File: src/rtl/seven_seg_pkg.sv
`default_nettype none
// ============================================================================
//  Module      : seven_seg_pkg
//  Description : Shared segment encodings for the seven-segment scan display.
//                Patterns are active-low, bit6 = a ... bit0 = g.
//  Revision    : 1.0  initial release
// ============================================================================
package seven_seg_pkg;

    localparam logic [6:0] SEG_BLANK = 7'b1111111;

    localparam logic [6:0] SEG_0 = 7'b0000001;
    localparam logic [6:0] SEG_1 = 7'b1001111;
    localparam logic [6:0] SEG_2 = 7'b0010010;
    localparam logic [6:0] SEG_3 = 7'b0000110;
    localparam logic [6:0] SEG_4 = 7'b1001100;
    localparam logic [6:0] SEG_5 = 7'b0100100;
    localparam logic [6:0] SEG_6 = 7'b0100000;
    localparam logic [6:0] SEG_7 = 7'b0001111;
    localparam logic [6:0] SEG_8 = 7'b0000000;
    localparam logic [6:0] SEG_9 = 7'b0000100;
    localparam logic [6:0] SEG_A = 7'b0001000;
    localparam logic [6:0] SEG_B = 7'b1100000;
    localparam logic [6:0] SEG_C = 7'b0110001;
    localparam logic [6:0] SEG_D = 7'b1000010;
    localparam logic [6:0] SEG_E = 7'b0110000;
    localparam logic [6:0] SEG_F = 7'b0111000;

endpackage
`default_nettype wire

File: src/rtl/seven_seg_hex.sv
`default_nettype none
// ============================================================================
//  Module      : seven_seg_hex
//  Description : Combinational 4-bit hex nibble to active-low abcdefg decoder.
//  Revision    : 1.0  initial release
// ============================================================================
module seven_seg_hex
    import seven_seg_pkg::*;
(
    input  logic [3:0] i_nibble,
    output logic [6:0] o_seg
);

    // Map each nibble value to its glyph
    always_comb begin
        o_seg = SEG_BLANK;
        case (i_nibble)
            4'h0: o_seg = SEG_0;
            4'h1: o_seg = SEG_1;
            4'h2: o_seg = SEG_2;
            4'h3: o_seg = SEG_3;
            4'h4: o_seg = SEG_4;
            4'h5: o_seg = SEG_5;
            4'h6: o_seg = SEG_6;
            4'h7: o_seg = SEG_7;
            4'h8: o_seg = SEG_8;
            4'h9: o_seg = SEG_9;
            4'hA: o_seg = SEG_A;
            4'hB: o_seg = SEG_B;
            4'hC: o_seg = SEG_C;
            4'hD: o_seg = SEG_D;
            4'hE: o_seg = SEG_E;
            4'hF: o_seg = SEG_F;
        endcase
    end

endmodule
`default_nettype wire

File: src/rtl/seven_seg_scan.sv
`default_nettype none
// ============================================================================
//  Module      : seven_seg_scan
//  Description : Multiplexed seven-segment driver with slot prescaler, digit
//                scan counter, double-buffered display data, leading-zero
//                blanking and registered, ghost-suppressed outputs.
//  Revision    : 1.0  initial release
// ============================================================================
module seven_seg_scan
    import seven_seg_pkg::*;
#(
    parameter int NUM_DIGITS  = 4,
    parameter int REFRESH_DIV = 50000
) (
    input  logic                    clk,
    input  logic                    reset,
    input  logic [4*NUM_DIGITS-1:0] value,
    input  logic                    load,
    input  logic [NUM_DIGITS-1:0]   dp_in,
    input  logic                    blank_lz,
    output logic [6:0]              segments,
    output logic                    dp_n,
    output logic [NUM_DIGITS-1:0]   an,
    output logic                    frame_tick
);

    localparam int c_PW = $clog2(REFRESH_DIV);
    localparam int c_IW = (NUM_DIGITS > 1) ? $clog2(NUM_DIGITS) : 1;
    localparam logic [c_PW-1:0] c_PRESC_MAX = c_PW'(REFRESH_DIV - 1);
    localparam logic [c_IW-1:0] c_IDX_MAX   = c_IW'(NUM_DIGITS - 1);

    logic [c_PW-1:0]         r_presc;
    logic [c_IW-1:0]         r_idx;
    logic                    r_pend;
    logic [4*NUM_DIGITS-1:0] r_stage_val;
    logic [NUM_DIGITS-1:0]   r_stage_dp;
    logic [4*NUM_DIGITS-1:0] r_disp_val;
    logic [NUM_DIGITS-1:0]   r_disp_dp;
    logic [6:0]              r_segments;
    logic                    r_dp_n;
    logic [NUM_DIGITS-1:0]   r_an;
    logic                    r_frame_tick;

    logic                    w_slot_end;
    logic                    w_frame_wrap;
    logic [3:0]              w_nibble;
    logic                    w_dp_sel;
    logic [NUM_DIGITS-1:0]   w_sel;
    logic                    w_zero_above;
    logic                    w_blank;
    logic [6:0]              w_seg;

    assign w_slot_end   = (r_presc == c_PRESC_MAX);
    assign w_frame_wrap = w_slot_end && (r_idx == c_IDX_MAX);

    // Slot prescaler and digit index counter
    always_ff @(posedge clk) begin
        if (reset) begin
            r_presc <= '0;
            r_idx   <= '0;
        end else begin
            r_presc <= w_slot_end ? '0 : r_presc + 1'b1;
            if (w_slot_end)
                r_idx <= (r_idx == c_IDX_MAX) ? '0 : r_idx + 1'b1;
        end
    end

    // Double buffer: staging captures every load, display only changes at a
    // frame wrap so a digit never shows data from two different loads
    always_ff @(posedge clk) begin
        if (reset) begin
            r_pend      <= 1'b0;
            r_stage_val <= '0;
            r_stage_dp  <= '0;
            r_disp_val  <= '0;
            r_disp_dp   <= '0;
        end else begin
            if (load) begin
                r_stage_val <= value;
                r_stage_dp  <= dp_in;
            end
            if (w_frame_wrap) begin
                // A load landing on the wrap bypasses staging entirely
                if (load) begin
                    r_disp_val <= value;
                    r_disp_dp  <= dp_in;
                end else if (r_pend) begin
                    r_disp_val <= r_stage_val;
                    r_disp_dp  <= r_stage_dp;
                end
                r_pend <= 1'b0;
            end else if (load) begin
                r_pend <= 1'b1;
            end
        end
    end

    // Select the nibble, decimal point and anode for the current digit
    always_comb begin
        w_nibble = 4'h0;
        w_dp_sel = 1'b0;
        w_sel    = '0;
        for (int k = 0; k < NUM_DIGITS; k++) begin
            if (r_idx == c_IW'(k)) begin
                w_nibble = r_disp_val[4*k +: 4];
                w_dp_sel = r_disp_dp[k];
                w_sel[k] = 1'b1;
            end
        end
    end

    // Leading-zero blanking: walk down from the top digit while nibbles stay
    // zero; digit 0 is excluded so a zero value still shows one '0'
    always_comb begin
        w_zero_above = 1'b1;
        w_blank      = 1'b0;
        for (int k = NUM_DIGITS - 1; k >= 1; k--) begin
            w_zero_above = w_zero_above && (r_disp_val[4*k +: 4] == 4'h0);
            if ((r_idx == c_IW'(k)) && w_zero_above)
                w_blank = 1'b1;
        end
        w_blank = w_blank & blank_lz;
    end

    seven_seg_hex u_hex (
        .i_nibble (w_nibble),
        .o_seg    (w_seg)
    );

    // Output registers; anodes stay off while the prescaler sits at zero so
    // the previous digit's segments never flash on the new anode
    always_ff @(posedge clk) begin
        if (reset) begin
            r_segments   <= SEG_BLANK;
            r_dp_n       <= 1'b1;
            r_an         <= '1;
            r_frame_tick <= 1'b0;
        end else begin
            r_segments   <= w_blank ? SEG_BLANK : w_seg;
            r_dp_n       <= w_blank ? 1'b1 : ~w_dp_sel;
            r_an         <= (r_presc == '0) ? '1 : ~w_sel;
            r_frame_tick <= w_frame_wrap;
        end
    end

    assign segments   = r_segments;
    assign dp_n       = r_dp_n;
    assign an         = r_an;
    assign frame_tick = r_frame_tick;

endmodule
`default_nettype wire

File: config.mk
export PLATFORM = sky130hd
export DESIGN_NAME = seven_seg_scan
export DESIGN_NICKNAME = d
export VERILOG_FILES = /design/src/rtl/seven_seg_pkg.sv /design/src/rtl/seven_seg_hex.sv /design/src/rtl/seven_seg_scan.sv
export SDC_FILE = /design/constraint.sdc
export NUM_CORES = 1
export LEC_CHECK = 0
export BUFFER_PORTS_ARGS = -buffer_cell sky130_fd_sc_hd__buf_2
export CAP_MARGIN = 20
export CORE_MARGIN = 5
export CORE_UTILIZATION = 35
export CTS_CLUSTER_SIZE = 25
export DETAILED_ROUTE_END_ITERATION = 16
export SLEW_MARGIN = 20
export SYNTH_ARGS = -nofsm -noshare
export SYNTH_HDL_FRONTEND = slang
export SYNTH_SLANG_ARGS = --single-unit
File: constraint.sdc
create_clock -name clk -period 2.72 [get_ports clk]
set_input_delay 0.136 -clock clk [delete_from_list [all_inputs] [get_ports clk]]
set_output_delay 0.136 -clock clk [all_outputs]
set_load 0.02 [all_outputs]
After elaboration in Yosys (flattened, before gate mapping):

Memory sizes are Yosys's and may differ from the RTL's. A register that Yosys moved wholly into a read port is not among the register bits.
Cells that the tools add are included.
W data, S select, Z words.

* bits in registers: 65
* memories: 1
* input bits: 24
* output and inout bits: 13
* logic and storage cells: 57
* bits in read-only memories: 112

Memory list
* (name not given): depth 16, bits a word 7, rd ports 1, clocked after memory_dff 1, write ports 0, line seven_seg_hex.sv:17 `case (i_nibble)`

* muxes and demuxes: 20
* add/subtract/negate cells: 2
* bitwise gates (word level): 3
* equal/unequal tests: 4
* reductions and logical operators: 17

Operators by type and width (number)
* $mux W16: 2
* $mux W4: 6
* $add A16 B1 Y16 const B: 1
* $eq A16 B16 Y1 const B: 1
* $logic_not A16 Y1: 1
* $logic_not A4 Y1: 3
* $mux W1: 11
* $reduce_or A2 Y1: 4
* $logic_and A1 B1 Y1: 6
* $eq A2 B2 Y1 const B: 2
* $not A4 Y4: 1
* $add A2 B1 Y2 const B: 1
* $eq A2 B1 Y1 const B: 1
* $logic_not A2 Y1: 1
* $mux W2: 1
* $reduce_and A2 Y1: 1
* $reduce_bool A2 Y1: 1
* $and A1 B1 Y1: 1
* $not A1 Y1: 1

Logic depth before layout (Yosys ltp):

Gate-level depths: netlist (run 1).

* depth after elaboration: 7
* mapped depth: 11
* gate-level depth less buffers: 10

By module:

From an unflattened synthesis (run 1), not the netlist that was laid out.

* cells, all modules: 342
* area, all modules: 3300.7 µm²

Modules (own cells, without submodules)
* seven_seg_scan: area an instance 3047.9 µm², sequential area each 1441.4 µm², cells each 306, instances 1
* seven_seg_hex: area an instance 252.7 µm², sequential area each 0.0 µm², cells each 36, instances 1

Least setup slack after synthesis (run 1):

No wires, ideal clock.

* path kind: reg2reg
* start point: register r_idx[1]
* end point: register r_segments[3], in the netlist segments[3]
* setup slack: 0.348 ns
* arrival: 2.240 ns
* data required time: 2.588 ns
* path buffers: 1
* stages on the path, launching flop included: 11
* setup time: 0.132 ns
* period minus slack after synthesis: 2.372 ns
* cells stage by stage: dfxtp_1 -> inv_1 -> ha_1 -> clkbuf_1 -> nand3b_1 -> a221oi_1 -> inv_1 -> ha_1 -> a21oi_1 -> a32o_1 -> nand2_1

* word-level cells in the longest chain between the ends: 7
* elaborated cells between the ends (all ways): 16
* classes of those cells: eq/ne (3); mux (7); bitwise (1); reduce/logical (5)

Ends and longest elaborated chain
* start: declaration: line seven_seg_scan.sv:33 `logic [c_IW-1:0] r_idx;`
* start signal: assignment: line seven_seg_scan.sv:64 `r_idx <= (r_idx == c_IDX_MAX) ? '0 : r_idx + 1'b1;`
* $eq A2 B2 Y1: line seven_seg_scan.sv:104, seven_seg_scan.sv:119
* $logic_and A1 B1 Y1: line seven_seg_scan.sv:119 `if ((r_idx == c_IW'(k)) && w_zero_above)`
* $mux W1 (3 in series): line seven_seg_scan.sv:119
* $and A1 B1 Y1: line seven_seg_scan.sv:122 `w_blank = w_blank & blank_lz;`
* $reduce_or A2 Y1 (no line)
* end: declaration: line seven_seg_scan.sv:39 `logic [6:0] r_segments;`

Parallel ways exist; a longest one is shown, timed or not.
A chain may end at the register's enable or synchronous reset.

Worst setup path after layout (run 1):

* start point: register r_idx[0]
* end point: register r_segments[0], in the netlist segments[0]

Same word-level chain as after synthesis.

==> impl_metrics.tcl, run 1 <==
set metrics [dict create \
    pwr-share-seq_pct 55.7 \
    power.switching_uw 481 \
    hp-start "value[12]" \
    worstPathMaxFanout 9 \
    grt_pass1_wl_um 10700 \
    cts_resized 0 \
    synth_top_area_share_pct 44.3 \
    track_usage_pct 12.0 \
    setup_viol_count_final 0 \
    firstDrtPassIters 4 \
    async_flop_share_pct 0 \
    cts_root_buf "clkbuf_8" \
    post-cts-setup-buffers 0 \
    slew_headroom_pct 41.4 \
    min_period_ns 2.31 \
    io_pins 37 \
    drive_above_1_share_pct 22.3 \
    ys_seq_area_share_pct 44.3 \
    area_growth_pct 13.7 \
    reg2reg_from "r_idx[0]$_SDFFE_PP0N_" \
    gp_congestion 0.827 \
    slew_viol_final 0 \
    postSynthAreaPerCell_um2 9.93 \
    tightest_slew_ns 0.878 \
    syn_inst 328 \
    ys.warnings.count 0 \
    rsz0062_at_grt "false" \
    endpoint_kind "register" \
    wirelength_um 6370 \
    start_util_pct 35.6 \
    cts_buffers 9 \
    final_hold_viol_count 0 \
    mostFrequentLayoutCell "dfxtp_1" \
    final_nets 403 \
    holdPathStages 3 \
    drv_cap 0 \
    place_hpwl_um 4500 \
    port_buffers 36 \
    grt_pass1_vias 2182 \
    grt_overflow 0 \
    ir_drop_mv 0.202 \
    drc 0 \
    leakagePower_uw 0.00158 \
    clkTransAtPathRegs_ns 0.08 \
    layout_common_cells "dfxtp_1, nor2_1, buf_2" \
    synth_edf_count 0 \
    intPower_uw 1480 \
    dp_cells 467 \
    switching_share_pct 24.5 \
    die_area_um2 11300 \
    clock-sinks 72 \
    hold_path.class "primary input to register" \
    ys_top_cells_by_area "dfxtp_1, mux2_4, mux2i_1, nor2_1, ha_1" \
    worstSetupPathType "register to register" \
    syn-num-nets 364 \
    antenna_cells 0 \
    synth_area_um2 3260 \
    status "complete, no violations" \
    antenna_found_initial 0 \
    via_count 2342 \
    ctsHoldBuffers 0 \
    fmax_ghz 0.433 \
    synth_seq_cells 72 \
    timing.hold.ws_ns 0.0637 \
    die_w_um 106 \
    arrival_ns 2.51 \
    cp-start-kind "register" \
    worst-r2r-setup-slack_ns 0.41 \
    pwr-share-comb_pct 5.5 \
    whs_endpoint "r_stage_val[12]$_SDFFE_PP0P_" \
    cts_tree "built" \
    detail-route-antenna-nets 0 \
    powerDensity_nw_per_um2 529 \
    clockPowerShare_pct 38.8 \
    avgRoutedWirePerCell_um 13.2 \
    grt_max_degree 49 \
    synth-main-ff-cell "dfxtp_1" \
    clock_skew_ns 0.00776 \
    rows 35 \
    synth_cell_types 43 \
    die_h_um 106 \
    p_total_uw 1960 \
    synth_area_leader_cell "dfxtp_1" \
    drt_iter0_drc 78 \
    required_ns 2.92 \
    setup_tns_ns 0 \
    clk_latency_ns 0.35 \
    core_um2 9150 \
    r2r-end "segments[0]$_SDFF_PP1_" \
    cts_buffer_depth 2 \
    period_share_pct 84.9 \
    avgViaCountPerCell 4.85 \
    htreeDepth 3 \
    fin_cells 483 \
    fill_cells 924 \
    rr_worst_depth 10 \
]
[power groups by stage]
stage          sequential, uW  combinational (uW)  clock [uW]
3_5_place_dp             1120                 109           0
6_report                 1090                 107         761
3_3_place_gp             1120                 108           0
5_1_grt                  1090                 123         832
2_1_floorplan            1120                66.1           0
4_1_cts                  1090                 110         787
[worst max-delay path: stages, from the launching register on]
cell      delay [ns]
dfxtp_1         0.40
inv_1           0.08
ha_1            0.30
nor2_1          0.32
o211ai_1        0.16
o21ai_0         0.17
inv_1           0.12
ha_1            0.22
nor2b_1         0.15
a21oi_1         0.11
o221ai_1        0.13
[flip-flops by register name, indices dropped and copies added, names as in the netlist, 2 cells and up]
signal / count
r_presc: 16
r_disp_dp: 4
r_stage_dp: 4
r_disp_val: 16
segments: 7
r_idx: 2
r_stage_val: 16
an: 4
[kinds of logic after synthesis]
kind of cell    synth area share (%)
fa+ha+maj                       4.61
simple gates                    20.9
compound gates                  6.15
mux                             16.0
buf+inv                         4.30
flops                           44.3
xor+xnor                        3.77
[how the worst max path moves through the flow]
stage,start,end,slack [ns],cells after the start
detailed placement,r_idx[0]$_SDFFE_PP0N_,segments[0]$_SDFF_PP1_,0.41,10
global placement,r_idx[0]$_SDFFE_PP0N_,segments[0]$_SDFF_PP1_,0.53,10
global route,r_idx[0]$_SDFFE_PP0N_,segments[0]$_SDFF_PP1_,0.21,10
floorplan,r_idx[1]$_SDFFE_PP0N_,segments[3]$_SDFF_PP1_,0.35,10
CTS,r_idx[0]$_SDFFE_PP0N_,segments[0]$_SDFF_PP1_,0.40,10
finish,r_idx[0]$_SDFFE_PP0N_,segments[0]$_SDFF_PP1_,0.41,10
[through the flow]
step | util, % | setup slack, ns | instance area, um^2
floorplan | - | 0.348 | 3260
global placement | 38.6 | 0.531 | 3530
detailed placement | 38.6 | 0.411 | 3530
CTS | 40.5 | 0.397 | 3700
global route | 40.5 | 0.206 | 3700
finish | 40.5 | 0.411 | 3700
[final cells by class]
cell class,count,area (um^2),share of cell area [%]
Tap cell,111,139,3.75
Clock inverter,5,32.5,0.879
Sequential cell,72,1440,38.9
Multi-Input combinational cell,230,1670,45.2
Clock buffer,11,141,3.82
Inverter,11,41.3,1.12
Timing Repair Buffer,43,233,6.29
[cell usage after synthesis, drive strengths merged, types with 4 or more instances]
master   n
nand3b   5
nand3    8
mux2    20
o21ai    4
clkbuf   5
buf     10
o221ai   4
dfxtp   72
a21oi    9
xnor2    7
nand2   26
ha      12
inv     11
nor2    48
nor3b    4
nor3     4
mux2i   22
nand4    4
nor2b   21
xor2     7
[routing by layer]
metal	share of wire [%]	global-route usage, %	up-vias
met4	1.9	5.75	0
met3	5.0	4.25	11
met1	48	15.8	1090
met5	0	0	-
li1	-	-	1198
met2	45	17.5	43
Power figures use the tool's default switching activity.
==> inputs of run 2 (changes only) <==
clock period = 2.36 ns   (was 2.72 ns; I/O delays follow)
==> run 2 against run 1 <==
Effect of this change:
- utilization up 0.42 points
- first-iteration DRC count down 2.6%
- critical path depth down 1
- design area up 1.0%
- final cell count unchanged
- wire length down 2.9%
- largest cell class unchanged
- largest power group unchanged
==> impl_metrics.tcl, run 2 (synthesis results as in run 1) <==
set metrics [dict create \
    status "complete, no violations" \
    port_buffers 36 \
    worstPathCellList "inv_1, ha_1, a211oi_1, a221oi_2, buf_4, ha_1, nor2b_1, a21oi_1, o221ai_1" \
    slowest_stage "dfxtp_1" \
    period_share_pct 90.6 \
    track_usage_pct 11.6 \
    post-cts-setup-buffers 0 \
    layout_common_cells "dfxtp_1, nor2_1, buf_2" \
    htreeDepth 3 \
    drive_above_1_share_pct 23.1 \
    cts_buffer_depth 2 \
    cts_buffers 9 \
    core_um2 9150 \
    tightest_slew_ns 0.846 \
    avgViaCountPerCell 4.80 \
    area_growth_pct 14.9 \
    timing.hold.ws_ns 0.0593 \
    drt_iter0_drc 76 \
    final_hold_viol_count 0 \
    die_w_um 106 \
    worstSetupPathType "register to register" \
    fin_util_pct 40.9 \
    cp-start-kind "register" \
    place_hpwl_um 4440 \
    clk_latency_ns 0.34 \
    die_area_um2 11300 \
    wl_met3_um 262 \
    met1Wirelength_um 2870 \
    antenna_found_initial 0 \
    worstPathMaxFanout 9 \
    cpMostUsedCell "ha_1" \
    final_area_um2 3740 \
    clock_skew_ns 0.0122 \
    rows 35 \
    rsz0062_at_grt "false" \
    fmax_ghz 0.468 \
    final_nets 404 \
    avgRoutedWirePerCell_um 12.8 \
    grt_overflow 0 \
    slew_viol_final 0 \
    grt_pass1_vias 2342 \
    wirelength_um 6190 \
    grt_pass1_wl_um 10700 \
    firstDrtPassIters 4 \
    drv_cap 0 \
    endpoint_kind "register" \
    drc 0 \
    start_util_pct 35.6 \
    mostFrequentLayoutCell "dfxtp_1" \
    grt_max_degree 49 \
    place_area_um2 3540 \
    cts_tree "built" \
    via_count 2316 \
    p_total_uw 2340 \
    required_ns 2.56 \
    die_h_um 106 \
    gp_congestion 0.806 \
    antenna_cells 0 \
    leakagePower_uw 0.00159 \
    cpPeakStageDelay_ns 0.41 \
    top_regs "r_disp_val x16, r_presc x16, r_stage_val x16" \
    min_period_ns 2.14 \
    powerDensity_nw_per_um2 626 \
    hold_path.class "primary input to register" \
    arrival_ns 2.34 \
    detail-route-antenna-nets 0 \
    io_pins 37 \
    topRoutingLayerUsed "met4" \
    clock-sinks 72 \
    setup_viol_count_final 0 \
    ir_drop_mv 0.324 \
    slew_headroom_pct 43.6 \
    cts_root_buf "clkbuf_8" \
    clkTransAtPathRegs_ns 0.08 \
    setup_tns_ns 0 \
    routed-wl-met2_um 2980 \
]
-- run 2: where the power goes --
part,switching [uW],total [uW],internal [uW]
clock,450,959,509
sequential,11.2,1260,1250
combinational,71.4,124,52.7
-- run 2: critical path, delay by kind of cell (launching register included) --
family                     cells  cell delay (ns)
AOI/OAI and AO/OA              4             0.66
adders and majority gates      2             0.52
DFF                            1             0.41
buffers and inverters          2             0.26
and+or+nand+nor                1             0.15
-- run 2: final cells by class --
cell class	instances	area, um^2
Multi-Input combinational cell	230	1680
Clock buffer	10	138
Timing Repair Buffer	44	240
Fill cell	914	5410
Sequential cell	72	1440
Inverter	11	41.3
Tap cell	111	139
Clock inverter	5	57.6
-- run 2: worst paths after layout --
path | from | to | slack (ns) | cells past startpoint
max | r_idx[0]$_SDFFE_PP0N_ | segments[1]$_SDFF_PP1_ | 0.22 | 9
min | value[15] | r_stage_val[15]$_SDFFE_PP0P_ | 0.06 | 3
min reg2reg | r_presc[0]$_SDFF_PP0_ | r_presc[0]$_SDFF_PP0_ | 0.48 | 1
max reg2reg | r_idx[0]$_SDFFE_PP0N_ | segments[1]$_SDFF_PP1_ | 0.22 | 9
-- run 2: metal layers --
layer,GRT usage [%],up-vias
met5,0,-
met4,3.29,0
met3,4.01,8
met2,19.8,39
met1,13.9,1078
li1,-,1191
-- run 2: metrics by stage --
stage / cells / setup WS, ns
floorplan: 328 / 0.167
global placement: 468 / 0.292
detailed placement: 468 / 0.200
CTS: 483 / 0.189
global route: 483 / 0.0279
finish: 483 / 0.222
-- run 2: repair_timing --
item	CTS	global route
setup endpoints to repair	0	3
hold buffers	0	0
endpoints found under the hold margin	0	0
resized for setup	0	2
